<file path="src/rtl/bus_pkg.sv">
// Shared types and helpers for the split-transaction bus arbiter.
package bus_pkg;

    localparam int NUM_INIT = 2;
    localparam int IDW      = (NUM_INIT > 1) ? $clog2(NUM_INIT) : 1;

    typedef enum logic [1:0] {
        ARB_IDLE        = 2'd0,
        ARB_GRANT       = 2'd1,
        ARB_SPLIT_GRANT = 2'd2
    } arb_state_t;

    typedef struct packed {
        logic           found;
        logic [IDW-1:0] idx;
    } pick_t;

    // First set bit of mask, searching upward from start and wrapping past NUM_INIT-1.
    function automatic pick_t rr_pick(input logic [NUM_INIT-1:0] mask,
                                      input logic [IDW-1:0]      start);
        pick_t          res;
        logic [IDW-1:0] j_v;
        res.found = 1'b0;
        res.idx   = '0;
        for (int k = 0; k < NUM_INIT; k++) begin
            j_v = IDW'((int'(start) + k) % NUM_INIT);
            if (!res.found && mask[j_v]) begin
                res.found = 1'b1;
                res.idx   = j_v;
            end
        end
        return res;
    endfunction

endpackage

</file>
<file path="src/rtl/bus_split_arbiter_if.sv">
// Arbitration and split-transaction signals between initiators, targets and the arbiter.
interface bus_split_arbiter_if #(
    parameter int NUM_INIT = 2
);
    localparam int IDW = (NUM_INIT > 1) ? $clog2(NUM_INIT) : 1;

    logic [NUM_INIT-1:0] req;
    logic [NUM_INIT-1:0] grant;
    logic [IDW-1:0]      owner_id;
    logic                bus_busy;
    logic                target_ack;
    logic                target_split_ack;
    logic                split_req;
    logic                split_target_ack;
    logic                split_grant;
    logic                split_pending;
    logic [IDW-1:0]      split_owner;
    logic                split_err;

    modport slave (
        input  req, target_ack, target_split_ack, split_req, split_target_ack,
        output grant, owner_id, bus_busy, split_grant, split_pending, split_owner, split_err
    );

    modport master (
        output req, target_ack, target_split_ack, split_req, split_target_ack,
        input  grant, owner_id, bus_busy, split_grant, split_pending, split_owner, split_err
    );

endinterface

</file>
<file path="src/rtl/bus_split_arbiter.sv">
// Round-robin arbiter for one bus segment with single-outstanding split transaction
// sequencing (park owner on split ack, hand bus to split target on split_req).
module bus_split_arbiter #(
    parameter int NUM_INIT = bus_pkg::NUM_INIT
) (
    input  logic                clk,
    input  logic                rst_n,
    bus_split_arbiter_if.slave  bus
);
    localparam int IDW = (NUM_INIT > 1) ? $clog2(NUM_INIT) : 1;

    bus_pkg::arb_state_t state_r;
    logic [NUM_INIT-1:0] grant_r;
    logic [IDW-1:0]      owner_id_r;
    logic [IDW-1:0]      rr_ptr_r;
    logic                split_grant_r;
    logic                split_pending_r;
    logic [IDW-1:0]      split_owner_r;
    logic                split_err_r;

    logic [NUM_INIT-1:0] park_mask_s;
    logic [NUM_INIT-1:0] elig_s;
    bus_pkg::pick_t      pick_s;
    logic [NUM_INIT-1:0] one_s;

    // Mask out the parked initiator so its held req cannot win arbitration.
    always_comb begin
        park_mask_s = '0;
        if (split_pending_r) begin
            park_mask_s[split_owner_r] = 1'b1;
        end else begin
            park_mask_s = '0;
        end
    end

    assign elig_s = bus.req & ~park_mask_s;
    assign pick_s = bus_pkg::rr_pick(elig_s, rr_ptr_r);
    assign one_s  = {{(NUM_INIT-1){1'b0}}, 1'b1};

    // Arbitration and split sequencing FSM with registered outputs.
    always_ff @(posedge clk or negedge rst_n) begin
        if (!rst_n) begin
            state_r         <= bus_pkg::ARB_IDLE;
            grant_r         <= '0;
            owner_id_r      <= '0;
            rr_ptr_r        <= '0;
            split_grant_r   <= 1'b0;
            split_pending_r <= 1'b0;
            split_owner_r   <= '0;
            split_err_r     <= 1'b0;
        end else begin
            split_err_r <= 1'b0;
            if (bus.split_req && !split_pending_r) begin
                split_err_r <= 1'b1;
            end
            // Write-path split completion: target acks without ever asking for the bus.
            if (bus.split_target_ack && split_pending_r && (state_r != bus_pkg::ARB_SPLIT_GRANT)) begin
                split_pending_r <= 1'b0;
            end

            case (state_r)
                bus_pkg::ARB_IDLE: begin
                    if (bus.split_req && split_pending_r) begin
                        split_grant_r <= 1'b1;
                        state_r       <= bus_pkg::ARB_SPLIT_GRANT;
                    end else if (pick_s.found) begin
                        grant_r    <= one_s << pick_s.idx;
                        owner_id_r <= pick_s.idx;
                        if (pick_s.idx == IDW'(NUM_INIT - 1)) begin
                            rr_ptr_r <= '0;
                        end else begin
                            rr_ptr_r <= pick_s.idx + 1'b1;
                        end
                        state_r <= bus_pkg::ARB_GRANT;
                    end else begin
                        state_r <= bus_pkg::ARB_IDLE;
                    end
                end

                bus_pkg::ARB_GRANT: begin
                    if (bus.target_split_ack) begin
                        grant_r <= '0;
                        state_r <= bus_pkg::ARB_IDLE;
                        if (!split_pending_r) begin
                            split_pending_r <= 1'b1;
                            split_owner_r   <= owner_id_r;
                        end else begin
                            split_err_r <= 1'b1;
                        end
                    end else if (!bus.req[owner_id_r] || bus.target_ack) begin
                        grant_r <= '0;
                        state_r <= bus_pkg::ARB_IDLE;
                    end else begin
                        state_r <= bus_pkg::ARB_GRANT;
                    end
                end

                bus_pkg::ARB_SPLIT_GRANT: begin
                    if (bus.split_target_ack) begin
                        split_grant_r   <= 1'b0;
                        split_pending_r <= 1'b0;
                        state_r         <= bus_pkg::ARB_IDLE;
                    end else if (!bus.split_req) begin
                        split_grant_r <= 1'b0;
                        split_err_r   <= 1'b1;
                        state_r       <= bus_pkg::ARB_IDLE;
                    end else begin
                        state_r <= bus_pkg::ARB_SPLIT_GRANT;
                    end
                end

                default: begin
                    grant_r       <= '0;
                    split_grant_r <= 1'b0;
                    state_r       <= bus_pkg::ARB_IDLE;
                end
            endcase
        end
    end

    assign bus.grant         = grant_r;
    assign bus.owner_id      = owner_id_r;
    assign bus.bus_busy      = (|grant_r) | split_grant_r;
    assign bus.split_grant   = split_grant_r;
    assign bus.split_pending = split_pending_r;
    assign bus.split_owner   = split_owner_r;
    assign bus.split_err     = split_err_r;

endmodule

</file>
<file path="src/flat_wrapper.sv">
// flat-port wrapper written by rule: the top's interface ports become plain ports
module bus_split_arbiter_flat 
#(
    parameter int NUM_INIT = bus_pkg::NUM_INIT
)
  (clk, rst_n, bus_req, bus_target_ack, bus_target_split_ack, bus_split_req, bus_split_target_ack, bus_grant, bus_owner_id, bus_bus_busy, bus_split_grant, bus_split_pending, bus_split_owner, bus_split_err);
  bus_split_arbiter_if #(.NUM_INIT(NUM_INIT)) bus_i ();
  input  logic clk;
  input  logic rst_n;
  input wire logic [$bits(bus_i.req)-1:0] bus_req;
  input wire logic [$bits(bus_i.target_ack)-1:0] bus_target_ack;
  input wire logic [$bits(bus_i.target_split_ack)-1:0] bus_target_split_ack;
  input wire logic [$bits(bus_i.split_req)-1:0] bus_split_req;
  input wire logic [$bits(bus_i.split_target_ack)-1:0] bus_split_target_ack;
  output wire logic [$bits(bus_i.grant)-1:0] bus_grant;
  output wire logic [$bits(bus_i.owner_id)-1:0] bus_owner_id;
  output wire logic [$bits(bus_i.bus_busy)-1:0] bus_bus_busy;
  output wire logic [$bits(bus_i.split_grant)-1:0] bus_split_grant;
  output wire logic [$bits(bus_i.split_pending)-1:0] bus_split_pending;
  output wire logic [$bits(bus_i.split_owner)-1:0] bus_split_owner;
  output wire logic [$bits(bus_i.split_err)-1:0] bus_split_err;
  assign bus_i.req = bus_req;
  assign bus_i.target_ack = bus_target_ack;
  assign bus_i.target_split_ack = bus_target_split_ack;
  assign bus_i.split_req = bus_split_req;
  assign bus_i.split_target_ack = bus_split_target_ack;
  assign bus_grant = bus_i.grant;
  assign bus_owner_id = bus_i.owner_id;
  assign bus_bus_busy = bus_i.bus_busy;
  assign bus_split_grant = bus_i.split_grant;
  assign bus_split_pending = bus_i.split_pending;
  assign bus_split_owner = bus_i.split_owner;
  assign bus_split_err = bus_i.split_err;
  bus_split_arbiter #(.NUM_INIT(NUM_INIT)) u_core (.clk(clk), .rst_n(rst_n), .bus(bus_i));
endmodule
</file>
<file path="config.mk">
export PLATFORM = sky130hd
export DESIGN_NAME = bus_split_arbiter_flat
export DESIGN_NICKNAME = d
export VERILOG_FILES = /design/src/rtl/bus_pkg.sv /design/src/rtl/bus_split_arbiter_if.sv /design/src/rtl/bus_split_arbiter.sv /design/src/flat_wrapper.sv
export SDC_FILE = /design/constraint.sdc
export NUM_CORES = 1
export LEC_CHECK = 0
export ABC_AREA = 0
export CAP_MARGIN = 20
export CORE_MARGIN = 2
export CORE_UTILIZATION = 46
export DETAILED_ROUTE_END_ITERATION = 12
export PLACE_DENSITY = 0.79
export SYNTH_ARGS = -nofsm -noshare
export SYNTH_HDL_FRONTEND = slang
export SYNTH_SLANG_ARGS = --single-unit
export TNS_END_PERCENT = 30
</file>
<file path="constraint.sdc">
create_clock -name clk -period 2 [get_ports clk]
set_input_delay 0.5 -clock clk [delete_from_list [all_inputs] [get_ports clk]]
set_output_delay 0.5 -clock clk [all_outputs]
set_load 0.02 [all_outputs]
</file>
---- Yosys cells after proc, flatten, opt, wreduce, memory -nomap -nowiden ----
Index checks and enable logic that the tools add are counted.
word-level totals
  bits in registers ....................... 10
  output and inout port bits .............. 8
  input port bits ......................... 8
  logic and storage cells ................. 86
operators by class
  $add $sub $neg .......................... 2
  magnitude comparators ................... 5
  bitwise operators ....................... 7
  equal/unequal tests ..................... 8
  reduce and logical (&&, ||, !) cells .... 16
  multiplexer cells ....................... 39
  shifts and indexed selects .............. 1
operator list
  operator                                                                 count
  1-bit 2-to-1 mux                                                         22
  2-bit 2-to-1 mux                                                         11
  2-bit case mux with 3 select lines                                       2
  3-bit AND reduction                                                      3
  1-bit by 2-bit < comparator with 1-bit output, second input constant     4
  1-bit logical AND                                                        6
  2-bit by 1-bit inequality test with 1-bit output, second input constant  2
  2-bit inequality test, second input constant                             2
  1-bit inverter                                                           4
  1-bit case mux with 2 select lines                                       2
  4-bit AND reduction                                                      1
  1-bit logical NOT                                                        3
  3-bit by 2-bit inequality test with 1-bit output, second input constant  1
  3-bit inequality test, second input constant                             1
  1-bit case mux with 3 select lines                                       1
  1-bit adder, second input constant                                       2
  2-bit AND                                                                1
  2-bit by 1-bit == test with 1-bit output, second input constant          1
  2-bit == test, second input constant                                     1
  2-bit logical NOT                                                        1
  2-bit inverter                                                           1
  2-bit OR reduction                                                       1
  1-bit by 1-bit << shifter with 2-bit output, first input constant        1
  1-bit demux with 1-bit select                                            1
  other kinds (3)                                                          3

---- Depth between registers and ports, before layout ----
Gate-level depths: netlist of run 1.
  word-level depth ........................ 17
  mapped depth ............................ 6
  gate-level depth less buffers ........... 6

---- Worst setup path before layout of run 1 ----
Ideal clock, no wire load.
  kind .................................... reg-to-reg
  from .................................... reg u_core.state_r[0]
  to ...................................... reg u_core.grant_r[1] (netlist: u_core.bus.grant[1])
  arrival ................................. 1.291 ns
  required time ........................... 1.880 ns
  stages on the path, launching flop included .. 7
  setup slack ............................. 0.589 ns
  clock period less this slack ............ 1.411 ns
  setup time .............................. 0.120 ns
  buffers on the path ..................... 0
  path through ............................ dfrtp_1 -> inv_1 -> ha_1 -> and2_4 -> a22oi_1 -> a31oi_1 -> a31o_1
between the ends
  cells in the longest elaborated chain, start to end .. 3
  elaborated cells on any way between the ends .. 9
  classes of those cells .................. eq/ne (5); mux (1); bitwise (1); reduce/logical (2)
ends and longest elaborated chain
  what                                                                                       RTL line                 text
  start, declared                                                                            bus_split_arbiter.sv:12  bus_pkg::arb_state_t state_r;
  start signal, assigned                                                                     bus_split_arbiter.sv:43  state_r <= bus_pkg::ARB_IDLE;
  start signal, assigned                                                                     bus_split_arbiter.sv:65  state_r <= bus_pkg::ARB_SPLIT_GRANT;
  start signal, assigned                                                                     bus_split_arbiter.sv:74  state_r <= bus_pkg::ARB_GRANT;
  2-bit by 1-bit == test with 1-bit output (tied with other cells)                           bus_split_arbiter.sv:61  case (state_r)
  3-bit by 2-bit inequality test with 1-bit output (no source line) (tied with other cells)  n/a
  4-bit AND reduction (no source line)                                                       n/a
  end signal, assigned                                                                       bus_split_arbiter.sv:67  grant_r <= one_s << pick_s.idx;
  end, declared                                                                              bus_split_arbiter.sv:13  logic [NUM_INIT-1:0] grant_r;
Several ways; a longest one is shown, not always the timed one.
A chain may end at the register's enable or synchronous reset.

---- Final worst setup path of run 1 ----
  from .................................... reg u_core.grant_r[0] (netlist: u_core.bus.grant[0])
  to ...................................... out bus_bus_busy
between the ends
  cells in the longest elaborated chain, start to end .. 2
ends and longest elaborated chain
  what                RTL line                  text
  2-bit OR reduction  bus_split_arbiter.sv:123  assign bus.bus_busy = (|grant_r) | split_grant_r;
  1-bit bitwise OR    bus_split_arbiter.sv:123
  end, declared       flat_wrapper.sv:17        output wire logic [$bits(bus_i.bus_busy)-1:0] bus_bus_busy;
No other way between the ends.

==> results of run 1 <==
-- cells by family after synthesis --
| kind of cell | Yosys count | synth area share, % |
|---|---|---|
| AOI/OAI and AO/OA | 20 | 23.7 |
| DFF | 10 | 38.9 |
| adders and majority gates | 4 | 7.78 |
| buffers and inverters | 8 | 4.86 |
| muxes | 3 | 5.64 |
| and+or+nand+nor | 25 | 19.1 |
-- power groups by stage --
stage                     sequential [W]  clock (W)  combinational (W)
after floorplan                 0.000432          0           0.000405
after detailed placement        0.000361          0           0.000755
after global placement          0.000355          0           0.000746
after CTS                       0.000357   0.000182           0.000759
final                           0.000357   0.000176           0.000751
after global routing            0.000370   0.000194           0.000817
-- final timing paths --
path | from | slack [ps] | to | depth (start not counted)
setup / recovery | u_core.bus.grant[0] | 100 | bus_bus_busy | 3
setup reg to reg | u_core.state_r[0] | 430 | u_core.bus.grant[1] | 6
hold reg to reg | u_core.rr_ptr_r | 520 | u_core.rr_ptr_r | 2
max in group asynchronous | rst_n | 1150 | u_core.bus.split_grant | 1
min in group asynchronous | rst_n | 550 | u_core.bus.split_owner | 1
hold / removal | u_core.rr_ptr_r | 520 | u_core.rr_ptr_r | 2
-- worst max-delay path, stage by stage, from the launching register on --
cell and delay, ps:
sky130_fd_sc_hd__dfrtp_1 380, sky130_fd_sc_hd__inv_1 70, sky130_fd_sc_hd__nand3_1 80, sky130_fd_sc_hd__clkdlybuf4s50_1 610
-- per-layer routing --
layer / up-vias / global-route usage [%] / part of all wire, %
met5: - / 0 / 0
met4: 0 / 2.42 / 1.2
met3: 2 / 7.98 / 5.4
met2: 17 / 34.8 / 50
met1: 263 / 23.3 / 44
li1: 283 / - / -
-- per-stage QoR --
step / std cells / util, % / setup slack [ps] / hold slack, ps
4_1_cts: 105 / 66.0 / 78.3 / 526
5_1_grt: 105 / 66.0 / 65.0 / 553
6_report: 105 / 66.0 / 104 / 524
3_3_place_gp: 101 / 63.2 / 140 / 515
2_1_floorplan: 70 / - / 589 / 204
3_5_place_dp: 101 / 63.2 / 89.0 / 517
-- flip-flops by register name, indices dropped and copies added, names as in the netlist --
name,count
u_core.bus.grant,2
u_core.state_r,2
u_core.bus.owner_id,1
u_core.bus.split_err,1
u_core.bus.split_grant,1
u_core.bus.split_owner,1
u_core.bus.split_pending,1
u_core.rr_ptr_r,1
-- layout make-up --
type	count	area share (%)
Multi-Input combinational cell	52	42.1
Sequential cell	10	29.2
Timing Repair Buffer	17	19.2
Clock buffer	4	4.23
Inverter	7	3.06
Tap cell	15	2.19
-- cell usage after synthesis (all sizes together) --
cell	instances	area, um^2
a22oi	1	7.51
a31oi	2	27.5
and2	1	8.76
a21oi	6	30.0
o22ai	3	25.0
a21o	2	15.0
nand2	7	26.3
nor2	6	22.5
mux2i	1	10.0
nor2b	3	18.8
mux2	2	26.3
a221oi	1	15.0
ha	4	50.1
a31o	2	17.5
and3	1	6.26
nor3b	1	7.51
dfrtp	10	250
nand3	2	10.0
nor3	2	10.0
buf	1	5.00
inv	7	26.3
nand2b	2	12.5
o21ai	3	15.0
==> results.py, run 1 <==
metrics = {
    "clock_tree": {
        "clkLatencyLatePin_ps": 260,
        "cts_tree": "yes",
        "cts-root-buf": "sky130_fd_sc_hd__clkbuf_4",
        "htree_levels": 1,
        "cts-resized-gates": 0,
        "cts.clk_slew.worst_paths_ps": 60,
        "numCtsBuffers": 3,
        "holdBufCountCts": 0,
        "post-cts-setup-buffer-count": 0,
        "clock_tree.buffer_depth": 2,
        "clock_sinks": 10,
    },
    "grt": {
        "globalRouteTotalUtil_pct": 19.8,
        "initial_antenna_violation_count": 0,
        "total_grt_overflow": 0,
        "largest_net_degree_at_the_start_of_global_routing": 12,
        "grt_pass1_vias": 525,
        "grt_pass1_wl_um": 2150,
    },
    "final_layout": {
        "design.final.nets": 103,
        "layout-drive-gt1-share_pct": 12.2,
        "layout.cells.most_common_list": "15 x sky130_fd_sc_hd__clkdlybuf4s50_1, 10 x sky130_fd_sc_hd__dfrtp_1, 7 x sky130_fd_sc_hd__nand2_1, 7 x sky130_fd_sc_hd__inv_1",
        "register_area_um2": 250,
        "fillerInstances": 122,
        "layout-area-overhead-vs-synth_pct": 33.5,
        "multiInputGateArea_um2": 362,
        "layout.cells.most_common": "sky130_fd_sc_hd__clkdlybuf4s50_1",
        "finish.instance_area_um2": 858,
        "num_antenna_cells": 0,
    },
    "sta": {
        "rsz_0062_raised_after_global_routing": "no",
        "finalSetupTns_ps": 0,
        "timing.max_slew.rel_slack_pct": 70.4,
        "final-hold-violation-count": 0,
        "worst-slew-pin-transition_ps": 443,
        "maxClockFrequency_mhz": 527,
        "final-max-slew-violation-count": 0,
        "final-setup-viol-count": 0,
        "finalCritPeriodShare_pct": 94.8,
        "worst_clock_skew_ps": 0.858,
        "fin_crit_ps": 1900,
    },
    "placed_design": {
        "buffer_ports.inserted": 15,
        "placed_cell_area_um2": 822,
        "post_detail_place_hpwl_um": 1090,
        "finalWeightedCongestion": 0.782,
    },
    "synthesis": {
        "mappedNetlistNets": 82,
        "synth_seq_area_share_pct": 38.9,
        "synth_seq_cells": 10,
        "yosysWarnings": 0,
        "avg_inst_size_synth_um2": 9.19,
        "syn_inst": 70,
        "syn-cell-area_um2": 643,
        "synth.lib_cells_used.distinct": 27,
    },
    "floorplan": {
        "die_y_um": 41.4,
        "core.rowCount": 13,
        "core_area_mm2": 0.00130,
        "chipWidth_um": 41.4,
        "die_area_mm2": 0.00171,
        "floorplan.io_pins": 16,
        "start_util_pct": 49.4,
    },
    "worst_setup_path": {
        "critPathCaptureType": "output port",
        "critical_path.max_fanout": 3,
        "startpoint_type": "flop",
        "setup.worst_path.class": "flop to output port",
        "critical_path_at_ps": 1400,
        "worstPathRequired_ps": 1500,
    },
    "job": {
        "max_cap_viol_count": 0,
    },
    "power": {
        "switching_share_pct": 41.3,
        "pwr_density_cell_mw_per_mm2": 1500,
        "sequential_fraction_of_design_power_pct": 27.8,
        "power.clock.fraction_pct": 13.7,
        "leakage_nw": 0.392,
        "power_share_of_the_combinational_group_pct": 58.5,
        "p_switching_w": 0.000530,
        "internal_portion_of_total_power_w": 0.000754,
        "vdd.ir_drop.worst_uv": 859,
        "post-layout-total-power_w": 0.00128,
    },
    "route": {
        "route.detailed.vias_per_inst": 5.38,
        "drt_drc_violations_left": 0,
        "antenna_nets_post_route": 0,
        "firstDrtPassIters": 4,
        "post_drt_wl_per_cell_um": 12.5,
        "dr_total_vias": 565,
        "detail_route.wirelength_um": 1310,
        "first_iter_violations": 11,
    },
    "outcome": {
        "outcome": "finished clean",
    },
    "worst_hold_path": {
        "hp-class": "flop to flop",
    },
}
(Power assumes the default switching activity.)
==> run 2: changes to the inputs <==
--- a/constraint.sdc
+++ b/constraint.sdc
@@ -3,2 +3,2 @@
 set_output_delay 0.5 -clock clk [all_outputs]
-set_load 0.02 [all_outputs]
+set_load 0.05 [all_outputs]
==> results.py, run 2 (synthesized netlist as in run 1, its figures left out) <==
metrics = {
    "outcome": {
        "outcome": "finished clean",
    },
    "route": {
        "dr_total_vias": 543,
        "route.detailed.vias_per_inst": 5.27,
        "detail_route.wirelength_um": 1380,
        "first_iter_violations": 7,
        "drt_drc_violations_left": 0,
        "antenna_nets_post_route": 0,
        "post_drt_wl_per_cell_um": 13.4,
        "firstDrtPassIters": 4,
    },
    "grt": {
        "largest_net_degree_at_the_start_of_global_routing": 13,
        "globalRouteTotalUtil_pct": 21.8,
        "grt_pass1_wl_um": 2270,
        "initial_antenna_violation_count": 0,
        "total_grt_overflow": 0,
        "grt_pass1_vias": 513,
    },
    "floorplan": {
        "core.rowCount": 13,
        "start_util_pct": 49.4,
        "floorplan.io_pins": 16,
        "chipWidth_um": 41.4,
        "die_area_mm2": 0.00171,
        "die_y_um": 41.4,
        "core_area_mm2": 0.00130,
    },
    "clock_tree": {
        "numCtsBuffers": 3,
        "post-cts-setup-buffer-count": 0,
        "clock_tree.buffer_depth": 2,
        "cts.clk_slew.worst_paths_ps": 70,
        "cts-resized-gates": 0,
        "htree_levels": 1,
        "cts_tree": "yes",
        "clkLatencyLatePin_ps": 270,
        "holdBufCountCts": 0,
        "cts-root-buf": "sky130_fd_sc_hd__clkbuf_4",
        "clock_sinks": 10,
    },
    "placed_design": {
        "place_inst": 100,
        "placed_cell_area_um2": 812,
        "buffer_ports.inserted": 15,
        "finalWeightedCongestion": 0.765,
        "placement.setup.worst_slack_ps": 81.4,
        "post_detail_place_hpwl_um": 1050,
    },
    "sta": {
        "finalSetupTns_ps": 0,
        "finalCritPeriodShare_pct": 95.7,
        "worst-slew-pin-transition_ps": 487,
        "maxClockFrequency_mhz": 523,
        "final-max-slew-violation-count": 0,
        "fin_crit_ps": 1910,
        "hold_slack_ps": 518,
        "rsz_0062_raised_after_global_routing": "no",
        "timing.max_slew.rel_slack_pct": 67.4,
        "worst_clock_skew_ps": 12.6,
        "final-setup-viol-count": 0,
        "final-hold-violation-count": 0,
        "final_critical_path_setup_slack_ps": 86.3,
    },
    "power": {
        "vdd.ir_drop.worst_uv": 910,
        "pwr_density_cell_mw_per_mm2": 1710,
        "leakage_nw": 0.391,
    },
    "final_layout": {
        "layout.cells.most_common": "sky130_fd_sc_hd__dfrtp_1",
        "layout.cells.most_common_list": "10 x sky130_fd_sc_hd__dfrtp_1, 9 x sky130_fd_sc_hd__clkdlybuf4s50_1, 7 x sky130_fd_sc_hd__nand2_1, 7 x sky130_fd_sc_hd__inv_1",
        "layout-drive-gt1-share_pct": 17.0,
        "design.final.nets": 102,
        "layout-area-overhead-vs-synth_pct": 29.8,
        "num_antenna_cells": 0,
        "post_layout_nonfiller_instances": 103,
        "finish.instance_area_um2": 835,
    },
    "worst_setup_path": {
        "crit_path_cell_trace": "clkdlybuf4s50_1",
        "worstPathRequired_ps": 1500,
        "startpoint_type": "flop",
        "timing.critical_path.buf_inv": 1,
        "max_stage_delay_ps": 800,
        "critPathTopFamily": "buffers and inverters",
        "critical_path_at_ps": 1410,
        "critPathCaptureType": "output port",
        "register_to_register_setup_slack_ps": 420,
        "cp_slowest_cell": "sky130_fd_sc_hd__clkdlybuf4s50_1",
        "setup.worst_path.class": "flop to output port",
        "critical_path.max_fanout": 2,
    },
    "job": {
        "max_cap_viol_count": 0,
    },
    "worst_hold_path": {
        "hp-class": "flop to flop",
    },
}
-- run 2: area by class of cell --
type / count / area, um^2
inverter: 7 / 26.3
multi-input combinational: 52 / 362
tap: 15 / 18.8
sequential: 10 / 250
timing repair buffer: 16 / 155
clock buffer: 3 / 22.5
fill: 111 / 467
-- run 2: report_power, final --
group          total (W)  switching, W  internal, W  leakage (nW)
clock network   0.000137     0.0000681    0.0000694        0.0138
logic           0.000901      0.000562     0.000338         0.251
registers       0.000386     0.0000967     0.000290         0.127
total            0.00142      0.000727     0.000697         0.391
-- run 2: path summary, 6_finish.rpt --
check,startpoint,endpoint,depth (start not counted)
min in group asynchronous,rst_n,u_core.bus.owner_id,1
setup / recovery,u_core.bus.grant[1],bus_grant[1],1
hold reg to reg,u_core.rr_ptr_r,u_core.rr_ptr_r,2
hold / removal,u_core.rr_ptr_r,u_core.rr_ptr_r,2
setup reg to reg,u_core.state_r[0],u_core.bus.grant[1],6
max in group asynchronous,rst_n,u_core.bus.split_pending,1
-- run 2: stage by stage --
stage               total power (W)  utilization, %
global route                0.00152            64.1
global placement            0.00128            62.4
CTS                         0.00143            64.1
floorplan                   0.00102               -
detailed placement          0.00129            62.4
finish                      0.00142            64.1
-- run 2: tightest hold or removal path: stages, from the launching register on --
cell,delay [ps]
sky130_fd_sc_hd__dfrtp_1,370
sky130_fd_sc_hd__inv_1,50
sky130_fd_sc_hd__a21oi_1,50
-- run 2: per-layer routing --
| layer | vias up | GRT usage, % | share of wire [%] |
|---|---|---|---|
| li1 | 284 | - | - |
| met1 | 244 | 26.1 | 45 |
| met2 | 13 | 34.8 | 49 |
| met3 | 2 | 9.57 | 4.7 |
| met4 | 0 | 7.26 | 0.73 |
| met5 | - | 0 | 0 |
==> run 3: changes to the inputs <==
Settings changed: SLEW_MARGIN from default to 10.
==> results of run 3 <==
Same layout as run 2: the final DEF is identical, and so are final timing and power.
